File: src/rtl/dmem_pkg.sv
// Shared constants for the data-memory arbiter: RV32 funct3 codes, memory-port
// write sizes and the arbiter state encoding.
package dmem_pkg;

   localparam logic [2:0] F3_B  = 3'd0;
   localparam logic [2:0] F3_H  = 3'd1;
   localparam logic [2:0] F3_W  = 3'd2;
   localparam logic [2:0] F3_BU = 3'd4;
   localparam logic [2:0] F3_HU = 3'd5;

   localparam logic [1:0] MEM_SB = 2'd0;
   localparam logic [1:0] MEM_SW = 2'd2;

   typedef enum logic [2:0] {
      StIdle  = 3'd0,
      StOwn0  = 3'd1,
      StOwn1  = 3'd2,
      StSh2P0 = 3'd3,
      StSh2P1 = 3'd4
   } state_e;

endpackage

File: src/rtl/dmem_load_ext.sv
// RV32 load extension of a big-endian memory word; the addressed byte/half sits in the
// top bits.
module dmem_load_ext
   import dmem_pkg::*;
(
   input  logic [2:0]  funct3,
   input  logic [31:0] rdata,
   output logic [31:0] data
);

   always_comb begin
      data = '0;
      case (funct3)
         F3_B:    data = {{24{rdata[31]}}, rdata[31:24]};
         F3_BU:   data = {24'h0, rdata[31:24]};
         F3_H:    data = {{16{rdata[31]}}, rdata[31:16]};
         F3_HU:   data = {16'h0, rdata[31:16]};
         F3_W:    data = rdata;
         default: data = '0;
      endcase
   end

endmodule

File: src/rtl/dmem_arbiter.sv
// Two-port data-memory arbiter: round-robin with bounded hold, sh split into two sb beats,
// RV32 load extension. Define DMEM_MISALIGN_CHECK_EN for alignment checks and ERR0/ERR1.
module dmem_arbiter
   import dmem_pkg::*;
#(
   parameter int unsigned MAX_HOLD = 4,
   parameter int unsigned ADDR_W   = 32
) (
   input  logic              CLK,
   input  logic              RST,
   input  logic              REQ0,
   input  logic              REQ1,
   input  logic              WE0,
   input  logic              WE1,
   input  logic [2:0]        FUNCT3_0,
   input  logic [2:0]        FUNCT3_1,
   input  logic [ADDR_W-1:0] ADDR0,
   input  logic [ADDR_W-1:0] ADDR1,
   input  logic [31:0]       WDATA0,
   input  logic [31:0]       WDATA1,
   output logic              GNT0,
   output logic              GNT1,
   output logic              RVALID0,
   output logic              RVALID1,
   output logic [31:0]       RDATA0,
   output logic [31:0]       RDATA1,
`ifdef DMEM_MISALIGN_CHECK_EN
   output logic              ERR0,
   output logic              ERR1,
`endif
   output logic              MEM_WE,
   output logic [1:0]        MEM_FUNCT3,
   output logic [ADDR_W-1:0] MEM_ADDR,
   output logic [31:0]       MEM_WDATA,
   input  logic [31:0]       MEM_RDATA
);

   localparam int unsigned       HOLD_W     = $clog2(MAX_HOLD + 1);
   localparam logic [HOLD_W-1:0] HOLD_LIMIT = HOLD_W'(MAX_HOLD);

   state_e              state_q, state_d;
   logic                last_grant_q, last_grant_d;
   logic [HOLD_W-1:0]   hold_cnt_q, hold_cnt_d;
   logic                rvalid0_q, rvalid1_q;
   logic [31:0]         rdata0_q, rdata1_q;
   logic [ADDR_W-1:0]   sh_addr_q;
   logic [7:0]          sh_byte_q;

   logic                in_sh2, owner_valid, owner, sel, active;
   logic                cur_we;
   logic [2:0]          cur_f3;
   logic [ADDR_W-1:0]   cur_addr;
   logic [31:0]         cur_wdata;
   logic                misalign, gnt, load_fire, sh_start;
   logic [31:0]         ext_data, load_data;

   assign in_sh2      = (state_q == StSh2P0) || (state_q == StSh2P1);
   assign owner_valid = (state_q == StOwn0) || (state_q == StOwn1);
   assign owner       = (state_q == StOwn1) || (state_q == StSh2P1);
   assign active      = ~RST & (in_sh2 | REQ0 | REQ1);

   // The running owner keeps the port under contention until it has used its hold budget.
   always_comb begin
      if (in_sh2) begin
         sel = owner;
      end else if (REQ0 && REQ1) begin
         sel = (owner_valid && (hold_cnt_q < HOLD_LIMIT)) ? owner : ~last_grant_q;
      end else begin
         sel = REQ1;
      end
   end

   assign cur_we    = sel ? WE1 : WE0;
   assign cur_f3    = sel ? FUNCT3_1 : FUNCT3_0;
   assign cur_addr  = sel ? ADDR1 : ADDR0;
   assign cur_wdata = sel ? WDATA1 : WDATA0;

`ifdef DMEM_MISALIGN_CHECK_EN
   always_comb begin
      misalign = 1'b0;
      case (cur_f3)
         F3_H:    misalign = cur_addr[0];
         F3_HU:   misalign = ~cur_we & cur_addr[0];
         F3_W:    misalign = |cur_addr[1:0];
         default: misalign = 1'b0;
      endcase
   end
`else
   assign misalign = 1'b0;
`endif

   always_comb begin
      state_d      = state_q;
      last_grant_d = last_grant_q;
      hold_cnt_d   = hold_cnt_q;
      gnt          = 1'b0;
      sh_start     = 1'b0;
      MEM_WE       = 1'b0;
      MEM_FUNCT3   = MEM_SW;
      MEM_ADDR     = '0;
      MEM_WDATA    = '0;
      if (!active) begin
         state_d    = StIdle;
         hold_cnt_d = '0;
      end else if (in_sh2) begin
         // Second beat uses values latched at beat 1, so a dropped REQ still commits.
         MEM_WE     = 1'b1;
         MEM_FUNCT3 = MEM_SB;
         MEM_ADDR   = sh_addr_q;
         MEM_WDATA  = {24'h0, sh_byte_q};
         gnt        = 1'b1;
         state_d    = owner ? StOwn1 : StOwn0;
      end else begin
         MEM_ADDR     = cur_addr;
         last_grant_d = sel;
         state_d      = sel ? StOwn1 : StOwn0;
         gnt          = 1'b1;
         if (owner_valid && (owner == sel)) begin
            hold_cnt_d = (hold_cnt_q < HOLD_LIMIT) ? hold_cnt_q + 1'b1 : hold_cnt_q;
         end else begin
            hold_cnt_d = HOLD_W'(1);
         end
         if (cur_we && !misalign) begin
            case (cur_f3)
               F3_B: begin
                  MEM_WE     = 1'b1;
                  MEM_FUNCT3 = MEM_SB;
                  MEM_WDATA  = {24'h0, cur_wdata[7:0]};
               end
               F3_H: begin
                  MEM_WE     = 1'b1;
                  MEM_FUNCT3 = MEM_SB;
                  MEM_WDATA  = {24'h0, cur_wdata[15:8]};
                  gnt        = 1'b0;
                  sh_start   = 1'b1;
                  state_d    = sel ? StSh2P1 : StSh2P0;
               end
               F3_W: begin
                  MEM_WE     = 1'b1;
                  MEM_FUNCT3 = MEM_SW;
                  MEM_WDATA  = cur_wdata;
               end
               default: ;
            endcase
         end
      end
   end

   dmem_load_ext u_load_ext (
      .funct3 (cur_f3),
      .rdata  (MEM_RDATA),
      .data   (ext_data)
   );

   assign load_fire = gnt & ~in_sh2 & ~cur_we;
   assign load_data = misalign ? 32'h0 : ext_data;

   always_ff @(posedge CLK) begin
      if (RST) begin
         state_q      <= StIdle;
         last_grant_q <= 1'b1;
         hold_cnt_q   <= '0;
         rvalid0_q    <= 1'b0;
         rvalid1_q    <= 1'b0;
         rdata0_q     <= '0;
         rdata1_q     <= '0;
         sh_addr_q    <= '0;
         sh_byte_q    <= '0;
      end else begin
         state_q      <= state_d;
         last_grant_q <= last_grant_d;
         hold_cnt_q   <= hold_cnt_d;
         rvalid0_q    <= load_fire & ~sel;
         rvalid1_q    <= load_fire & sel;
         if (load_fire && !sel) rdata0_q <= load_data;
         if (load_fire && sel)  rdata1_q <= load_data;
         if (sh_start) begin
            sh_addr_q <= cur_addr + ADDR_W'(1);
            sh_byte_q <= cur_wdata[7:0];
         end
      end
   end

   assign GNT0    = gnt & ~sel;
   assign GNT1    = gnt & sel;
   assign RVALID0 = rvalid0_q;
   assign RVALID1 = rvalid1_q;
   assign RDATA0  = rdata0_q;
   assign RDATA1  = rdata1_q;

`ifdef DMEM_MISALIGN_CHECK_EN
   assign ERR0 = gnt & ~in_sh2 & misalign & ~sel;
   assign ERR1 = gnt & ~in_sh2 & misalign & sel;
`endif

endmodule

File: config.mk
export PLATFORM = sky130hd
export DESIGN_NAME = dmem_arbiter
export DESIGN_NICKNAME = d
export VERILOG_FILES = /design/src/rtl/dmem_pkg.sv /design/src/rtl/dmem_load_ext.sv /design/src/rtl/dmem_arbiter.sv
export SDC_FILE = /design/constraint.sdc
export NUM_CORES = 1
export LEC_CHECK = 0
export CAP_MARGIN = 20
export CORE_MARGIN = 2
export CORE_UTILIZATION = 45
export DETAILED_ROUTE_END_ITERATION = 8
export DONT_BUFFER_PORTS = 1
export SETUP_SLACK_MARGIN = 0.15
export SLEW_MARGIN = 20
export SYNTH_ARGS = -nofsm -noshare
export SYNTH_HDL_FRONTEND = slang
export SYNTH_SLANG_ARGS = --single-unit
export TNS_END_PERCENT = 50
File: constraint.sdc
create_clock -name CLK -period 4.38 [get_ports CLK]
set_input_delay 0.876 -clock CLK [delete_from_list [all_inputs] [get_ports CLK]]
set_output_delay 0.876 -clock CLK [all_outputs]
set_load 0.05 [all_outputs]
==> Word-level counts from Yosys, hierarchy flattened <==
Cells that the tools add are included.
{ "classes": {"n_addsub": 2, "multipliers": 0, "n_div": 0, "magnitude_cmp": 1, "n_eq_ne": 10, "shifts": 0, "mux": 38, "n_bitwise": 15, "reduce_logical": 15} }
{ "ops": {"columns": ["cell", "n"], "rows": [
  ["$mux 32", 7],
  ["$pmux 32 s5", 1],
  ["$pmux 32 s3", 1],
  ["$add 32x1->32 const B", 1],
  ["$mux 3", 7],
  ["$mux 1", 16],
  ["$mux 2", 6],
  ["$eq 3x2->1 const B", 3],
  ["$eq 3x3->1 const B", 3],
  ["$and 1x1->1", 7],
  ["$eq 3x1->1 const B", 2],
  ["$not 1->1", 6],
  ["$logic_and 1x1->1", 5],
  ["$reduce_and 2->1", 2],
  ["$reduce_or 2->1", 2],
  ["$add 3x1->3 const B", 1],
  ["$logic_not 3->1", 1],
  ["$logic_or 1x1->1", 3],
  ["$lt 3x3->1 const B", 1],
  ["$reduce_or 3->1", 1],
  ["$ne 2x2->1 const B", 1],
  ["$or 1x1->1", 2],
  ["$eq 1x1->1", 1],
  ["$logic_not 1->1", 1]
]} }
{ "totals": {"register_bits": 113, "latch_bits": 0, "mem_bits_rw": 0, "mem_bits_ro": 0, "input_bits": 172, "word_cells": 90, "mem_count": 0} }

==> Longest topological paths before layout <==
{ "depth": {"ltp_word": 15, "depth_mapped": 17} }

==> By module <==
Synthesis repeated with hierarchy kept, for this count alone.
{ "hier_totals": {"cells_unflattened": 1108, "area_unflattened_um2": 8569.5} }
{ "modules_own_cells": {"columns": ["module", "instances", "cells_each", "area_each_um2"], "rows": [
  ["dmem_arbiter", 1, 1003, 7785.0],
  ["dmem_load_ext", 1, 105, 784.5]
]} }

==> Least setup slack after synthesis <==
No wires, ideal clock.
{ "synth_path": {"path_type": "input to output", "start": "in REQ1", "end": "out MEM_ADDR[10]", "arrival_time_ns": 3.874, "t_required_ns": 3.504, "path_slack_ns": -0.370, "path_stages": 9, "cell_sequence": "o21bai_1 -> a22o_1 -> clkbuf_1 -> nand2_1 -> clkbuf_1 -> clkbuf_1 -> clkbuf_1 -> nand2_1 -> a311oi_1"} }
{ "synth_via": {"elab_chain_cells": 6, "word_cells_on_any_way": 8, "classes_between": "mux (5); bitwise (2); reduce/logical (1)"} }
{ "synth_lines": {"columns": ["item", "line_no", "rtl"], "rows": [
  ["from (decl)", "dmem_arbiter.sv:12", "input logic REQ1,"],
  ["$logic_and 1x1->1", "dmem_arbiter.sv:66", "end else if (REQ0 && REQ1) begin"],
  ["$mux 1", "dmem_arbiter.sv:66", null],
  ["$mux 1", "dmem_arbiter.sv:64", "if (in_sh2) begin"],
  ["$mux 32", "dmem_arbiter.sv:75", "assign cur_addr = sel ? ADDR1 : ADDR0;"],
  ["$mux 32", "dmem_arbiter.sv:105", "end else if (in_sh2) begin"],
  ["$mux 32 *", "dmem_arbiter.sv:102", "if (!active) begin"],
  ["to (decl)", "dmem_arbiter.sv:33", "output logic [ADDR_W-1:0] MEM_ADDR,"]
]} }
Every way passes the cells marked *; elsewhere a longest branch is shown, timed or not.

==> Final worst setup path <==
{ "layout_path": {"start": "reg state_q[1]", "end": "out MEM_ADDR[24]"} }
{ "layout_via": {"elab_chain_cells": 9, "word_cells_on_any_way": 17, "classes_between": "eq/ne (4); mux (6); bitwise (3); reduce/logical (4)"} }
{ "layout_lines": {"columns": ["item", "line_no", "rtl"], "rows": [
  ["from (decl)", "dmem_arbiter.sv:41", "state_e state_q, state_d;"],
  ["from (signal assigned)", "dmem_arbiter.sv:160", "state_q <= StIdle;"],
  ["from (signal assigned)", "dmem_arbiter.sv:170", "state_q <= state_d;"],
  ["$eq 3x1->1 or $eq 3x2->1 (tied branches)", "dmem_arbiter.sv:58, dmem_arbiter.sv:59", null],
  ["$logic_or 1x1->1", "dmem_arbiter.sv:58", "assign owner_valid = (state_q == StOwn0) || (state_q == StOwn1);"],
  ["$logic_and 1x1->1", "dmem_arbiter.sv:67", "sel = (owner_valid && (hold_cnt_q < HOLD_LIMIT)) ? owner : ~last_grant_q;"],
  ["$mux 1", "dmem_arbiter.sv:67", null],
  ["$mux 1", "dmem_arbiter.sv:66", null],
  ["$mux 1", "dmem_arbiter.sv:64", null],
  ["$mux 32", "dmem_arbiter.sv:75", null],
  ["$mux 32", "dmem_arbiter.sv:105", null],
  ["$mux 32 *", "dmem_arbiter.sv:102", null]
]} }
Marked as above.

==> metrics.txt <==
Core Area 0.01594 mm²; clock sink count 113; DR WL met2 about 12,000 µm; Worst Hold Class reg2reg; sequential share of the synthesized area 30.82%; flop2flop setup slack 780 ps; P per Cell Area about 360 mW/mm²; Clock Latency Late Sink roughly 420 ps; drc violations 0; Finish-stage setup viols 0; first-pass GRT wire length approximately 41,000 µm; Antenna Violating Nets Remaining 0; number of hold buffers added after CTS 0; FP Rows 46; via count between 7k and 8k; Synth Net Count 1,199; grt total ovfl 0; Reg2Reg Capture Point sh_addr_q[24]; EDFF count, synth 0; Tmin final 4119 ps; Endpoint, Worst Hold sh_addr_q[4]; endpoints failing hold 0; post-route setup TNS 0 ps; hold path cells 2; dpl ws 264.5 ps; worst rel slew slack 30.68%; period utilisation layout 94.05%; Ys Warns 0; HPWL after DPL 19,460 µm; area share of the largest cell type after synthesis 30.82%; Layout Nets about 1.2k; CP required 3500 ps; GRT Overall Usage 29.54%; drt initial violations 661; most area-hungry cell type in the Yosys netlist dfxtp_1; max frequency 242.8 MHz; routed len/inst 20.68 µm; unrepaired setup endpoints after global routing yes; run status finished, final reports clean; LEAKAGE 3.210 nW; CTS root buffer clkbuf_16; Buffers on Ports 0; drt first pass iters 5; initial antenna violation count 2; synth cell count leaders nand2_1 (177), dfxtp_1 (113), a21oi_1 (107), nor2_1 (107), clkbuf_1 (72); Max Transition Viols Final 0; Area Overhead vs Synth 23.03%; arrival time worst endpoint 3240 ps; highest routed layer met4; count leader, synth nand2_1; CTS H-tree depth 4; Worst Slack Setup Final 260.8 ps; initial core utilization a little under half; count of different cell masters after synthesis 64; CP Launch Type flip-flop; Slew @ Worst Pin 1040 ps; P_int 0.002160 W; number of clock buffers inserted by TritonCTS 17; Total Power 0.003284 W; syn avg cell area 7.162 µm²; sw frac about 34%; Max-Cap Viols 0; TritonCTS clock tree done; clock share of power between 40% and 50%; async set-reset flop share out of synthesis 0%; met3 wire length 2409 µm; vias in the first global route 7,207; Via-to-Cell Ratio 6.154; Max rail drop VDD 0.3015 mV; Top FF cell, synth dfxtp_1; worst r2r src state_q[1]; CP Capture Type primary output; crit-path max FO 56; top cells by area, synth dfxtp_1 (31%), nand2_1 (9.1%), a21oi_1 (7.3%); largest net degree at the start of global routing between 80 and 90; Die H 131.7 µm; clock skew 9.558 ps; Die W 131.7 µm; switching pwr 0.001125 W; Sequential Power Share 35.7%; M1 WL roughly 11,000 µm; layout cells sized above 1 18.83%; WL final 26,470 µm; Mapped Area 0.007341 mm²; clk buf depth 2; postcts setup bufs 0; final hold slack 449.8 ps; final core occ a little under three fifths; Gate power share 22.3%; R2R cell count 14; Clock Pin Slew Worst Setup and Hold Paths 60 ps; hold wc startpoint sh_addr_q[4]; number of synthesized register bits 113; num ports just over 300; gpl congestion 0.8832; full die area 0.01735 mm²; Synth Instances 1,025; Crit Path Class reg2out
[power by group through the flow]
stage / clock (W) / sequential [W] / combinational [W]
floorplan: 0 / 0.00118 / 0.000542
global placement: 0 / 0.00119 / 0.000715
detailed placement: 0 / 0.00119 / 0.000718
CTS: 0.00140 / 0.00117 / 0.000721
global route: 0.00145 / 0.00118 / 0.000790
finish: 0.00138 / 0.00117 / 0.000734
[cells by family (layout without fill, tap and decap cells)]
kind of cell               count (synthesis)  count (layout)  share of synthesized area (%)
AOI/OAI and AO/OA                        319             319                          28.87
DFF                                      113             113                          30.82
adders and majority gates                  2               2                         0.3408
other                                      1               3                        0.05108
buffers and inverters                    103             139                          5.727
xor gates and xnor gates                  13              13                          1.551
and+or+nand+nor                          427             428                          26.10
muxes                                     47              47                          6.545
[layer usage]
layer	track usage, %	vias to the layer above
met3	9.298	59
met2	46.77	361
met1	37.47	3635
li1	-	3822
met5	0	-
met4	11.78	0
[sequential cells by signal, indices dropped and copies added, names as in the netlist]
signal,count
RVALID0,1
RDATA1,32
RDATA0,32
sh_byte_q,8
state_q,3
RVALID1,1
sh_addr_q,32
hold_cnt_q,3
last_grant_q,1
[worst max-delay path, stage by stage, from the launching register on]
cell,delay [ps]
dfxtp_2,400
or3b_1,380
and3_4,190
o21a_4,280
nor2_4,170
buf_12,310
buf_4,280
mux2i_1,450
a211oi_2,130
buf_4,210
[cells in the final DEF (no fill, tap or decap), types with 10 or more instances in the layout]
cell	n
a31oi_1	11
nand2_1	174
o31ai_1	13
buf_4	89
nand4_1	14
a211oi_1	46
o31a_1	13
dfxtp_1	112
a211oi_2	21
o21ai_0	25
nor4_1	15
nor2_1	106
mux2i_1	39
inv_1	10
clkbuf_16	17
a22oi_1	10
nor3_1	26
a21oi_1	96
o2111ai_1	15
nand3_1	43
[how the worst max path moves through the flow]
stage	slack [ps]	to	cells after the start	startpoint
after detailed placement	260	MEM_WDATA[17]	9	state_q[1]
after CTS	60	MEM_WDATA[3]	9	state_q[1]
after global placement	360	MEM_WDATA[24]	9	state_q[1]
after global routing	130	MEM_ADDR[24]	9	hold_cnt_q[2]
after floorplan	50	MEM_WDATA[29]	10	REQ1
final	260	MEM_ADDR[24]	9	state_q[1]
[cell type report]
| class | count | area (µm²) |
|---|---|---|
| Inverter | 10 | 37.54 |
| Timing Repair Buffer | 97 | 828.3 |
| Multi-Input combinational cell | 810 | 5040 |
| Antenna cell | 2 | 5.005 |
| Clock inverter | 14 | 157.7 |
| Fill cell | 1533 | 6912 |
| Clock buffer | 18 | 429.2 |
| Sequential cell | 113 | 2263 |
| Tap cell | 216 | 270.3 |
[through the flow]
step	instance area, µm²	instances
after floorplan	7503	1025
after global placement	8372	1245
after detailed placement	8372	1245
after CTS	8966	1277
after global routing	9031	1280
final	9031	1280
[repair_timing]
item / 4_1_cts / 5_1_grt
setup endpoints to repair: 31 / 41
gates resized for setup: 2 / 11
gates cloned: 0 / 1
hold endpoints to repair: 0 / 0
No activity file was read; power rests on OpenSTA's default activity.
